**src/rtl/rr_arb_mux_8_64bit_if.sv**
```systemverilog
// Bus bundle for the 8-way round-robin arbiter/mux: requester side inputs and
// granted-word outputs. The master modport is the requester/consumer side.
interface rr_arb_mux_8_64bit_if;
  logic [7:0]   req;
  logic [511:0] in_data;
  logic         out_ready;
  logic         out_valid;
  logic [63:0]  out_data;
  logic [2:0]   sel;
  logic [7:0]   gnt;
  logic [7:0]   ack;
  logic [15:0]  xfer_cnt;

  modport master (
    output req, in_data, out_ready,
    input  out_valid, out_data, sel, gnt, ack, xfer_cnt
  );

  modport slave (
    input  req, in_data, out_ready,
    output out_valid, out_data, sel, gnt, ack, xfer_cnt
  );
endinterface

```
**src/rtl/rr_arb_mux_8_64bit.sv**
```systemverilog
// 8-requester arbiter with registered 64-bit output word and transfer counter.
// Round-robin by default; define ARB_FIXED_PRIO_EN for fixed lowest-index priority.
module rr_arb_mux_8_64bit (
  input  logic                 clk,
  input  logic                 rst,
  rr_arb_mux_8_64bit_if.slave  bus
);

  typedef enum logic {IDLE = 1'b0, BUSY = 1'b1} state_t;

  state_t      state, state_nxt;
  logic [63:0] data_p1;
  logic [2:0]  sel_p1;
  logic [7:0]  gnt_p1;
  logic [15:0] cnt_p1;
  logic        hs;
  logic        go;
  logic [7:0]  cand;
  logic [2:0]  base;
  logic [2:0]  win;
`ifndef ARB_FIXED_PRIO_EN
  logic [2:0]  ptr_p1;
`endif

  // First set bit of cand scanning upward from base, wrapping 7 -> 0.
  function automatic logic [2:0] pick(input logic [7:0] c, input logic [2:0] b);
    logic [2:0] idx;
    logic [2:0] res;
    logic       hit;
    res = b;
    hit = 1'b0;
    for (int i = 0; i < 8; i++) begin
      idx = b + 3'(i);
      if (!hit && c[idx]) begin
        res = idx;
        hit = 1'b1;
      end
    end
    return res;
  endfunction

  // At a handshake the current winner is masked out so a held request cannot
  // win twice in a row; while stalled nothing is eligible.
  always_comb begin
    hs   = (state == BUSY) && bus.out_ready;
    cand = 8'h00;
    if (state == IDLE)
      cand = bus.req;
    else if (hs)
      cand = bus.req & ~gnt_p1;
    go = |cand;
`ifdef ARB_FIXED_PRIO_EN
    base = 3'd0;
`else
    base = hs ? sel_p1 + 3'd1 : ptr_p1;
`endif
    win = pick(cand, base);
  end

  always_ff @(posedge clk or posedge rst) begin
    if (rst)
      state <= IDLE;
    else
      state <= state_nxt;
  end

  always_comb begin
    state_nxt = state;
    case (state)
      IDLE: if (go) state_nxt = BUSY;
      BUSY: if (hs && !go) state_nxt = IDLE;
      default: state_nxt = IDLE;
    endcase
  end

  always_comb begin
    bus.out_valid = (state == BUSY);
    bus.out_data  = data_p1;
    bus.sel       = sel_p1;
    bus.gnt       = gnt_p1;
    bus.ack       = gnt_p1 & {8{bus.out_ready}};
    bus.xfer_cnt  = cnt_p1;
  end

  // Grant/capture stage: output word and grant registered one cycle after arbitration.
  always_ff @(posedge clk or posedge rst) begin
    if (rst) begin
      data_p1 <= 64'h0;
      sel_p1  <= 3'd0;
      gnt_p1  <= 8'h00;
      cnt_p1  <= 16'h0000;
`ifndef ARB_FIXED_PRIO_EN
      ptr_p1  <= 3'd0;
`endif
    end else begin
      if (hs) begin
        cnt_p1 <= cnt_p1 + 16'd1;
`ifndef ARB_FIXED_PRIO_EN
        ptr_p1 <= sel_p1 + 3'd1;
`endif
      end
      if (go) begin
        sel_p1  <= win;
        gnt_p1  <= 8'h01 << win;
        data_p1 <= bus.in_data[{win, 6'b0} +: 64];
      end else if (hs) begin
        gnt_p1  <= 8'h00;
      end
    end
  end

endmodule

```
**src/flat_wrapper.sv**
```systemverilog
// flat-port wrapper written by rule: the top's interface ports become plain ports
module rr_arb_mux_8_64bit_flat 
  (clk, rst, bus_req, bus_in_data, bus_out_ready, bus_out_valid, bus_out_data, bus_sel, bus_gnt, bus_ack, bus_xfer_cnt);
  rr_arb_mux_8_64bit_if bus_i ();
  input  logic clk;
  input  logic rst;
  input wire logic [$bits(bus_i.req)-1:0] bus_req;
  input wire logic [$bits(bus_i.in_data)-1:0] bus_in_data;
  input wire logic [$bits(bus_i.out_ready)-1:0] bus_out_ready;
  output wire logic [$bits(bus_i.out_valid)-1:0] bus_out_valid;
  output wire logic [$bits(bus_i.out_data)-1:0] bus_out_data;
  output wire logic [$bits(bus_i.sel)-1:0] bus_sel;
  output wire logic [$bits(bus_i.gnt)-1:0] bus_gnt;
  output wire logic [$bits(bus_i.ack)-1:0] bus_ack;
  output wire logic [$bits(bus_i.xfer_cnt)-1:0] bus_xfer_cnt;
  assign bus_i.req = bus_req;
  assign bus_i.in_data = bus_in_data;
  assign bus_i.out_ready = bus_out_ready;
  assign bus_out_valid = bus_i.out_valid;
  assign bus_out_data = bus_i.out_data;
  assign bus_sel = bus_i.sel;
  assign bus_gnt = bus_i.gnt;
  assign bus_ack = bus_i.ack;
  assign bus_xfer_cnt = bus_i.xfer_cnt;
  rr_arb_mux_8_64bit u_core (.clk(clk), .rst(rst), .bus(bus_i));
endmodule
```
**config.mk**
```make
export PLATFORM = sky130hd
export DESIGN_NAME = rr_arb_mux_8_64bit_flat
export DESIGN_NICKNAME = d
export VERILOG_FILES = /design/src/rtl/rr_arb_mux_8_64bit_if.sv /design/src/rtl/rr_arb_mux_8_64bit.sv /design/src/flat_wrapper.sv
export SDC_FILE = /design/constraint.sdc
export NUM_CORES = 1
export LEC_CHECK = 0
export ABC_AREA = 1
export BUFFER_PORTS_ARGS = -buffer_cell sky130_fd_sc_hd__buf_4
export CAP_MARGIN = 20
export CORE_AREA = 3 3 240 242
export CTS_CLUSTER_DIAMETER = 100
export DETAILED_ROUTE_END_ITERATION = 16
export DIE_AREA = 0 0 243 245
export GPL_ROUTABILITY_DRIVEN = 1
export PLACE_DENSITY_LB_ADDON = 0.12
export RECOVER_POWER = 25
export SYNTH_ARGS = -nofsm -noshare
export SYNTH_HDL_FRONTEND = slang
export SYNTH_SLANG_ARGS = --single-unit
```
**constraint.sdc**
```tcl
create_clock -name clk -period 3 [get_ports clk]
set_clock_uncertainty 0.05 [all_clocks]
set_input_delay 0.3 -clock clk [delete_from_list [all_inputs] [get_ports clk]]
set_output_delay 0.3 -clock clk [all_outputs]
set_load 0.1 [all_outputs]
```
==> metrics.md <==
| Metric | Value |
|---|---|
| Clk buf depth | 2 |
| # rows | 86 |
| Synth top area cells | nand2_1, dfrtp_1, nand3_1, buf_2, buf_4 |
| Failing checks | max-capacitance violations, max-slew violations, negative setup slack |
| Most frequent cell after synthesis | nand2_1 |
| Initial DRT Pass Iterations | 7 |
| Initial antenna violation count | 3 |
| WP data arrival | 3.63 ns |
| #FFs+latches synth | 95 |
| RSZ-0062 raised after global routing | true |
| Hold Crit Class | input pin to flip-flop |
| DP Wirelength | 51600 um |
| Crit path capture type | flip-flop |
| Antenna viol nets, final | 0 |
| EDFF count, synth | 0 |
| GRT overflow | 0 |
| Final min period | 3.36 ns |
| Final wirelength | 73400 um |
| Worst r2r src | u_core.bus.sel[0] |
| DRT iter0 DRCs | 904 |
| Largest net degree at the start of global routing | 55 |
| Yosys top cell area share | 0.411 |
| CP startpoint | u_core.bus.sel[0] |
| Worst Path Required | 3.27 ns |
| Syn Nets | 2493 |
| Root Buffer | clkbuf_16 |
| Setup CP Type | flip-flop to flip-flop |
| Status | finished with violations |
| Area Overhead vs Synth | 83.3% |
| Starting Density | 0.191 |
| DIE AREA | 59500 um^2 |
| Routability Congestion | 0.902 |
| Final Max Tran Viols | 43 |
| Synth area leader | nand2_1 |
| Crit Path Max Fanout | 8 |
| Core Area | 55300 um^2 |
| Tot GR Track Use | 0.232 |
| Avg Inst Size Synth | 5.37 um^2 |
| Crit-path cells | ha_4 > inv_4 > nand3_4 > nand2_4 > ha_4 > inv_4 > nand3_4 > nand3_2 > nand2_4 > nand3_4 > nor2_8 > nand4_4 > inv_4 > buf_6 > nor2_4 > a21oi_4 > buf_6 > clkbuf_16 > buf_4 > nand2_1 > nand2_1 > nand3_1 > nand3_1 |
| Slowest stage delay, CP | 0.43 ns |
| Layout cells sized above 1 | 0.375 |
| Fmax | 298 MHz |
| Worst setup margin | -0.358 ns |
| Max cap viols | 1 |
| # DRC | 0 |
| Register area share after synthesis | 0.225 |
| Syn. warnings | 0 |
| Worst skew pair latency | 0.39 ns |
| Final net count | 3187 |
| WL per Instance | 21.5 um |
| First-pass GRT wire length | 104000 um |
| TritonCTS clock tree | built |
| Cells after Synth | 1966 |
| Rel. slew slack | -0.395 |
| Routed vias | 15697 |
| Setup WS pre-CTS | -0.525 ns |
| CTS HTree Levels | 3 |
| Synth top cells by count | nand2_1, nand3_1, dfrtp_1 |
| Clock sink count | 95 |
| Chip Width | 243 um |
| Die Span Y | 245 um |
| Clock Pin Slew Worst Setup and Hold Paths | 0.09 ns |
| Setup-failing EPs final | 74 |
| Final hold vios | 0 |
| Avg Vias per Cell | 4.60 |
| Number of global-route vias before repair | 15722 |
| Fin crit share | 1.12 |
| Io pins | 623 |
| CTS Buf Count | 9 |
| Fraction of registers with async set/reset | 1.00 |
| Worst Hold Launch | bus_in_data[199] |
| Crit start category | flip-flop |
| Tightest Pin Transition | 2.09 ns |
| Post-Syn Area | 10500 um^2 |
| Worst path slowest cell | dfrtp_2 |
| Port bufs | 622 |
| Top_reg_cell synth | dfrtp_1 |
| Worst hold slack | 0.244 ns |
| Yosys cell types | 31 |
==> layout by cell type (no fill, tap or decap), types with 6 or more instances in the layout <==
cell type     n
buf_12       41
buf_16       31
buf_4       704
buf_6        24
buf_8         9
clkbuf_1      6
clkbuf_16    15
dfrtp_1      92
inv_1        35
nand2_1    1075
nand2_2      72
nand2_4      17
nand3_1     410
nand3_2      26
nand3_4       8
nand4_1       6
nor2_1       12
o21ai_2       9
xnor2_1       7
xor2_1       10
==> final timing paths <==
path / to / slack, ns / cells after the start
setup / recovery: u_core.bus.out_data[22] / -0.36 / 23
hold / removal: u_core.bus.out_data[7] / 0.24 / 7
setup reg to reg: u_core.bus.out_data[22] / -0.36 / 23
hold reg to reg: u_core.bus.xfer_cnt[15] / 0.43 / 1
max in group asynchronous: u_core.bus.out_data[7] / 0.56 / 3
min in group asynchronous: u_core.bus.out_data[33] / 1.10 / 3
==> area by class of cell <==
class | instances | area (um^2)
clock buffer | 9 | 225
fill | 6241 | 36000
sequential | 95 | 2380
inverter | 46 | 211
clock inverter | 7 | 75.1
antenna | 3 | 7.51
timing repair buffer | 827 | 7680
tap | 748 | 936
multi-input combinational | 1681 | 7810
==> stage by stage <==
stage | area, um^2 | setup TNS [ns] | std cells | utilization
3_5_place_dp | 16800 | -26.76 | 3320 | 0.304
2_1_floorplan | 10700 | -23.88 | 1966 | -
6_report | 19300 | -22.07 | 3416 | 0.350
4_1_cts | 18700 | -18.67 | 3384 | 0.338
5_1_grt | 19300 | -38.06 | 3416 | 0.350
3_3_place_gp | 16800 | -24.84 | 3320 | 0.304
==> registers in the layout (all words and copies together), names as in the netlist <==
name and cells:
u_core.bus.sel 3, u_core.bus.out_data 64, u_core.bus.gnt 8, u_core.bus.out_valid 1, u_core.bus.xfer_cnt 16, u_core.ptr_p1 3
==> layer usage <==
layer	global-route usage	vias up	wire length, um
met5	0	-	0
met4	0.0605	0	1570
met3	0.0446	75	4520
met2	0.408	580	36500
met1	0.289	7406	30800
li1	-	7636	-
==> logic make-up after synthesis <==
family	share of synthesized area
simple gates	0.655
buf+inv	0.0911
flops	0.225
compound gates	0.00949
xor+xnor	0.0141
fa+ha+maj	0.00474
==> worst max-delay path: cells and delay by family, from the launching register on <==
kind,cells,cell delay [ns]
buf+inv,7,0.75
flops,1,0.43
compound gates,1,0.25
fa+ha+maj,2,0.59
simple gates,13,1.19
==> repair_timing <==
action | CTS | global route
setup endpoints to repair | 74 | 75
buffers inserted | 20 | 23
cloned | 27 | 6
hold buffers | 1 | 0
pin swaps | 38 | 34
endpoints found under the hold margin | 42 | 0
gates resized for setup | 150 | 80
Power is left out: the tool's default activity adds up to more than one toggle a clock period on the data nets, which glitch-free logic cannot reach.
